## src/rtl/bit_serial_adder.sv

```systemverilog
// -----------------------------------------------------------------------------
// bit_serial_adder
//
// Adds two N-bit operands plus a carry-in using a single 1-bit full-adder
// cell. The cell is reused once per clock, LSB first, so a result takes N
// cycles of RUN after the operands are accepted.
//
// Ports
//   clk        : clock; all state changes on its rising edge
//   rst        : asynchronous active-low reset
//   i_valid    : operand set offered (a, b, c_in)
//   i_ready    : block can accept operands (high only in IDLE)
//   a, b       : N-bit operands
//   c_in       : carry-in
//   o_valid    : result presented (high only in DONE)
//   o_ready    : consumer accepts the result
//   sum        : (a + b + c_in) mod 2^N
//   c_out      : carry out of bit N-1
//   overflow   : two's-complement signed overflow
//   dbg_state  : current FSM state (IDLE=0, RUN=1, DONE=2)
//
// Handshakes: a transfer happens on a rising edge where valid and ready are
// both high. The producer side (i_valid/a/b/c_in) is only looked at while
// i_ready is high; once o_valid is high, sum/c_out/overflow are held until the
// edge where o_ready is also high. Neither ready depends combinationally on
// the corresponding valid.
// -----------------------------------------------------------------------------

// One-bit full-adder cell; the only arithmetic element of the adder.
module bit_serial_adder_fa (
    input  logic a_i,
    input  logic b_i,
    input  logic c_i,
    output logic s_o,
    output logic c_o
);
    assign s_o = a_i ^ b_i ^ c_i;
    assign c_o = (a_i & b_i) | (c_i & (a_i ^ b_i));
endmodule

module bit_serial_adder #(
    parameter int N = 8
) (
    input  logic         clk,
    input  logic         rst,
    input  logic         i_valid,
    output logic         i_ready,
    input  logic [N-1:0] a,
    input  logic [N-1:0] b,
    input  logic         c_in,
    output logic         o_valid,
    input  logic         o_ready,
    output logic [N-1:0] sum,
    output logic         c_out,
    output logic         overflow,
    output logic [1:0]   dbg_state
);
    localparam int            CW       = $clog2(N);
    localparam logic [CW-1:0] LAST_BIT = CW'(N - 1);

    typedef enum logic [1:0] {
        IDLE = 2'd0,
        RUN  = 2'd1,
        DONE = 2'd2
    } state_t;

    state_t        state_q, state_d;
    logic [N-1:0]  a_q, a_d;
    logic [N-1:0]  b_q, b_d;
    logic [N-1:0]  res_q, res_d;
    logic          carry_q, carry_d;
    logic          cout_q, cout_d;
    logic          ovf_q, ovf_d;
    logic [CW-1:0] cnt_q, cnt_d;
    logic          fa_s;
    logic          fa_c;

    bit_serial_adder_fa u_fa (
        .a_i (a_q[0]),
        .b_i (b_q[0]),
        .c_i (carry_q),
        .s_o (fa_s),
        .c_o (fa_c)
    );

    always_comb begin
        state_d = state_q;
        a_d     = a_q;
        b_d     = b_q;
        res_d   = res_q;
        carry_d = carry_q;
        cout_d  = cout_q;
        ovf_d   = ovf_q;
        cnt_d   = cnt_q;

        unique case (state_q)
            IDLE: begin
                if (i_valid) begin
                    a_d     = a;
                    b_d     = b;
                    carry_d = c_in;
                    cnt_d   = '0;
                    state_d = RUN;
                end
            end
            RUN: begin
                // Sum bits enter at the MSB and walk down, so after N shifts
                // bit 0 of the result sits in res_q[0].
                res_d   = {fa_s, res_q[N-1:1]};
                a_d     = a_q >> 1;
                b_d     = b_q >> 1;
                carry_d = fa_c;
                if (cnt_q == LAST_BIT) begin
                    // carry_q is the carry into the sign bit here.
                    cout_d  = fa_c;
                    ovf_d   = carry_q ^ fa_c;
                    state_d = DONE;
                end else begin
                    // Counter stops at N-1 so it never wraps for power-of-2 N.
                    cnt_d = cnt_q + 1'b1;
                end
            end
            DONE: begin
                if (o_ready) begin
                    state_d = IDLE;
                end
            end
            default: begin
                state_d = IDLE;
            end
        endcase
    end

    always_ff @(posedge clk or negedge rst) begin
        if (!rst) begin
            state_q <= IDLE;
            a_q     <= '0;
            b_q     <= '0;
            res_q   <= '0;
            carry_q <= 1'b0;
            cout_q  <= 1'b0;
            ovf_q   <= 1'b0;
            cnt_q   <= '0;
        end else begin
            state_q <= state_d;
            a_q     <= a_d;
            b_q     <= b_d;
            res_q   <= res_d;
            carry_q <= carry_d;
            cout_q  <= cout_d;
            ovf_q   <= ovf_d;
            cnt_q   <= cnt_d;
        end
    end

    assign i_ready   = (state_q == IDLE);
    assign o_valid   = (state_q == DONE);
    assign sum       = res_q;
    assign c_out     = cout_q;
    assign overflow  = ovf_q;
    assign dbg_state = state_q;

endmodule

```

## config.mk

```make
export PLATFORM = sky130hd
export DESIGN_NAME = bit_serial_adder
export DESIGN_NICKNAME = d
export VERILOG_FILES = /design/src/rtl/bit_serial_adder.sv
export SDC_FILE = /design/constraint.sdc
export NUM_CORES = 1
export LEC_CHECK = 0
export ABC_CLOCK_PERIOD_IN_PS = 4150
export BUFFER_PORTS_ARGS = -buffer_cell sky130_fd_sc_hd__buf_2
export CAP_MARGIN = 40
export CELL_PAD_IN_SITES_DETAIL_PLACEMENT = 0
export CELL_PAD_IN_SITES_GLOBAL_PLACEMENT = 1
export CORE_MARGIN = 8
export CORE_UTILIZATION = 45
export DETAILED_ROUTE_END_ITERATION = 12
export PLACE_DENSITY = 0.82
export SYNTH_ARGS = -nofsm -noshare
export SYNTH_HDL_FRONTEND = slang
export SYNTH_SLANG_ARGS = --single-unit
```

## constraint.sdc

```tcl
create_clock -name clk -period 4.15 [get_ports clk]
set_input_delay 0.2075 -clock clk [delete_from_list [all_inputs] [get_ports clk]]
set_output_delay 0.2075 -clock clk [all_outputs]
set_load 0.02 [all_outputs]
```

# After elaboration in Yosys (flattened, before gate mapping)
# Index checks and enable logic that the tools add are counted.
[word_totals]
elab_cells = 41
ff_bits = 32
out_inout_bits = 14
[classes]
n_eq_ne = 7
n_mux = 13
addsub = 1
bitwise = 6
n_reduce_logical = 6
[op_table]
columns = ["op", "count"]
rows = [
  ["$pmux 8 s2", 2],
  ["$mux 8", 2],
  ["$mux 2", 3],
  ["$mux 3", 2],
  ["$ne 2x2->1 const B", 3],
  ["$pmux 2 s3", 1],
  ["$pmux 3 s2", 1],
  ["$reduce_and 3->1", 2],
  ["$reduce_and 2->1", 2],
  ["$add 3x1->3 const B", 1],
  ["$eq 3x3->1 const B", 1],
  ["$xor 1x1->1", 3],
  ["$and 1x1->1", 2],
  ["$eq 2x1->1 const B", 1],
  ["$eq 2x2->1 const B", 1],
  ["$logic_not 2->1", 1],
  ["$ne 2x1->1 const B", 1],
  ["$pmux 1 s2", 1],
  ["$reduce_bool 2->1", 1],
  ["$mux 1", 1],
  ["$or 1x1->1", 1],
]

# Depth between registers and ports, before layout
[depth]
depth_word = 4
ltp_mapped = 4
mapped_depth_nobuf = 4

# Hierarchy
# A second synthesis with hierarchy kept.
[unflattened]
cells_unflattened = 136
hier_area_um2 = 1604.0
[modules_own_cells]
columns = ["module", "n_inst", "seq_area_each_um2", "cells_each", "area_per_inst_um2"]
rows = [
  ["bit_serial_adder", 1, 800.8, 135, 1584.0],
  ["bit_serial_adder_fa", 1, 0.0, 1, 20.0],
]

# Worst setup path before layout
# OpenSTA, ideal clock, no wires.
[synth_path]
kind = "reg2reg"
from = "reg carry_q"
to = "reg ovf_q (netlist: overflow)"
synth_period_minus_slack_ps = 1397
slack_ps = 2753
arrival_ps = 1273
setup_time_ps = 125
path_buffers = 0
path_stages_with_launch = 4
path_cell_list = "dfrtp_1 fa_1 xor2_1 mux2_2"
[synth_via]
elab_chain_cells = 3
[synth_lines]
columns = ["element", "line_no", "rtl"]
rows = [
  ["start, declared", "71", "logic carry_q, carry_d;"],
  ["start signal, assigned", "149", "carry_q <= carry_d;"],
  ["$and 1x1->1", "38", "assign c_o = (a_i & b_i) | (c_i & (a_i ^ b_i));"],
  ["$or 1x1->1", "38", ""],
  ["via fa_c", "76", "logic fa_c;"],
  ["$xor 1x1->1", "116", "ovf_d = carry_q ^ fa_c;"],
  ["end signal, assigned", "151", "ovf_q <= ovf_d;"],
  ["end, declared", "73", "logic ovf_q, ovf_d;"],
]
# The timed path passes the listed nets, and every way through them passes these cells.
# A chain may end at the register's enable or synchronous reset.

# Worst setup path in the final report
[layout_path]
from = "reg state_q[0] (netlist: dbg_state[0])"
to = "reg res_q[1] (netlist: sum[1])"
[layout_via]
elab_chain_cells = 1
[layout_lines]
columns = ["element", "line_no", "rtl"]
rows = [
  ["start, declared", "67", "state_t state_q, state_d;"],
  ["start signal, assigned", "145", "state_q <= state_d;"],
  ["$eq 2x1->1", "96", "unique case (state_q)"],
  ["end signal, assigned", "148", "res_q <= res_d;"],
  ["end, declared", "70", "logic [N-1:0] res_q, res_d;"],
]
# No other way between the ends.

==> impl_results.md <==
* Post-synth EDFFs at 0
* Ports at 35
* Share of the synthesized area in the top cell type at approximately 50%
* Final worst-path cycle share at 42.1%
* Post-Synth Adder-Cell Area at under 10%
* Fin. Hold Viols at 0
* Setup TNS at 0 ns
* Slew Limit Fails at 0
* Clk buf depth at 2
* M1 WL at 1.49 mm
* TritonCTS clock tree: built
* PD cells at 725 nW/um2
* Sink Count at 32
* Startpoint Class: flip-flop
* Worst hold margin at 0.0566 ns
* Worst Path Arrival at 1.97 ns
* Least-Margin Pin Slew at 0.696 ns
* DRT iter0 DRCs at 46
* Worst setup EP type: flip-flop
* CTS buffer count at 5
* Compound-Gate Fraction of Synth Area at ~13%
* RD Place Congestion at between 0.7 and 0.8
* Max FO, Critical Path at 31
* Fin nets at about 190
* Die height at 75.5 um
* HPWL after DPL at ~2.3 mm
* Initial antenna violation count at 0
* Root Buffer: clkbuf_4
* Status: finished clean
* Post-Synth Simple-Gate Area at between 10% and 20%
* Register bit count reported by yosys at 32
* Fill count at 316
* Largest net degree at the start of global routing at 35
* Initial cell density of the core at 47.4%
* Max-Slew Margin vs Limit at 53.6%
* Post-synth top flop: dfrtp_1
* Critical path class: reg -> reg
* Synth cell count leaders: 32 x dfrtp_1, 11 x inv_1, 9 x buf_2, 9 x nor3b_1
* DR pass1 iterations at 4
* DRC at 0
* Mapped Area at 1600 um2
* VDD IR-drop max at 0.253 mV
* Final antenna diode count at 0
* Core area at roughly 3400 um2
* H-tree lvl count at 2
* Vias post-DR at 1157
* Synth cell types at 28
* Finished Core Util at ~56%
* Synth warnings at 0
* Number of global-route vias before repair at 1170
* Fraction of layout cells with a size suffix above 1 at 37.0%
* Row count at 21
* GRT Resource Usage Total at 12.6%
* Uppermost layer routed: met4
* Sequential share of the synthesized area at 50.2%
* Post-synthesis xor/xnor area fraction at 0.549%
* Pleak at 0.860 nW
* Total Wirelength at around 3.3 mm
* Synth-to-layout area growth at 17.6%
* Ranking of synthesized cells by area: dfrtp_1 50%, mux2_2 5.6%, o221a_2 5.6%, or4b_1 5.0%, nor3b_1 4.2%
* Insertion delay to the later sink of the worst-skew pair at 0.34 ns
* Cells after Synth at 132
* Setup repair bufs after CTS at 0
* Final ANT Viol Nets at 0
* Post-CTS Hold Fix Bufs at 1
* Post-layout min period at approximately 1.7 ns
* Post_cts resized at 0
* Chip width at roughly 76 um
* Syn_area_per_cell at 12.1 um2
* RSZ-0062 raised after global routing: no
* Global-route wire length before repair at 5.39 mm
* WP data required at 4.38 ns
* Mux contribution to synthesized area at 7.06%
* Max Clk Rate at 573 MHz
* Most numerous cell in the Yosys netlist: dfrtp_1
* Min-Delay Path Class: in -> reg
* # setup viols final at 0
* GRT overflow at 0
* Ys async rst share at 100%
* Die area at 5710 um2
* Final Skew at just under 0.008 ns
* PortBufs at 34
* Routed len/inst at about 15 um
* Largest area contributor in the netlist: dfrtp_1
* Met3 wire length at 249 um
* Worst-path clk slew at 0.09 ns
* Vias/cell at 5.48
* Syn_nets at ~160
* Largest family of logic cells by synthesized area: simple AND/OR/NAND/NOR gates
* Met2 WL post-DR at 1.47 mm
* Maxcap violations at 0
per-layer routing:
metal | GRT usage (%) | vias up
met5 | 0 | -
met4 | 6.40 | 0
met3 | 4.61 | 8
met2 | 19.0 | 31
met1 | 15.5 | 556
li1 | - | 562
cell usage in the layout, fill, tap and decap left out:
cell / netlist / routed
nand3b_1: 1 / 1
xor2_1: 1 / 1
o221a_2: 8 / 8
a211o_1: 2 / 2
nand2_1: 2 / 2
buf_16: 0 / 2
nand3_1: 3 / 3
nor4bb_1: 2 / 2
inv_1: 11 / 11
nand2b_1: 5 / 5
nor2_1: 1 / 1
nor4b_1: 7 / 7
a21oi_1: 1 / 1
or4b_1: 8 / 8
ha_1: 2 / 2
o21ba_2: 1 / 1
mux2_1: 2 / 2
clkinv_2: 0 / 2
dfrtp_1: 32 / 32
nor3b_1: 9 / 9
clkbuf_4: 0 / 5
buf_2: 9 / 34
a211oi_1: 7 / 7
o21bai_1: 1 / 1
or2_1: 1 / 1
dlygate4sd3_1: 0 / 1
clkbuf_8: 0 / 1
o21ai_0: 1 / 1
mux2_2: 8 / 8
fa_1: 1 / 1
o221ai_1: 3 / 3
flip-flops by register name, summed over array words and instances (netlist names):
signal and flops:
sum 8, carry_q 1, b_q 8, overflow 1
dbg_state 2, a_q 8, c_out 1, cnt_q 3
cells by family (layout without fill, tap and decap cells):
kind of cell | count (synthesis) | count (layout)
multiplexers | 10 | 10
AO/OA/AOI/OAI | 24 | 24
flip-flops | 32 | 32
AND/OR/NAND/NOR | 39 | 39
XOR/XNOR | 1 | 1
adder cells (fa/ha/maj) | 3 | 3
buffers and inverters | 23 | 56
through the flow:
step / cells / power, mW / setup slack (ns) / instance area, um2
after floorplan: 132 / 1.02 / 2.75 / 1600
after global placement: 200 / 1.13 / 1.97 / 1750
after detailed placement: 202 / 1.19 / 2.40 / 1810
after CTS: 211 / 1.39 / 2.39 / 1880
after global routing: 211 / 1.47 / 2.32 / 1880
final: 211 / 1.36 / 2.40 / 1880
report_power, final:
group	internal [mW]	leakage, nW	switching, mW
clock network	0.0805	0.0380	0.105
logic	0.305	0.446	0.303
registers	0.460	0.376	0.108
path summary, 6_finish.rpt:
check | from | end | slack (ns) | cells after the start
setup / recovery | dbg_state[0] | sum[1] | 2.40 | 3
hold / removal | o_ready | dbg_state[1] | 0.06 | 2
setup reg to reg | dbg_state[0] | sum[1] | 2.40 | 3
hold reg to reg | overflow | overflow | 0.51 | 1
max in group asynchronous | rst | a_q[7] | 3.25 | 2
min in group asynchronous | rst | sum[3] | 0.45 | 2
worst max-delay path, cell delays in order (launching register included):
cell and delay (ns):
dfrtp_1 0.52, buf_16 0.23, nand2b_1 0.48, mux2_2 0.41
area by class of cell:
class                           count  area, um2  share of cell area, %
Tap cell                           46       57.6                   3.07
Sequential cell                    32        801                   42.7
Inverter                           11       41.3                   2.20
Timing Repair Buffer               37        235                   12.5
Clock buffer                        6       51.3                   2.73
Clock inverter                      2       10.0                  0.533
Multi-Input combinational cell     77        681                   36.3
(Power assumes the default switching activity.)
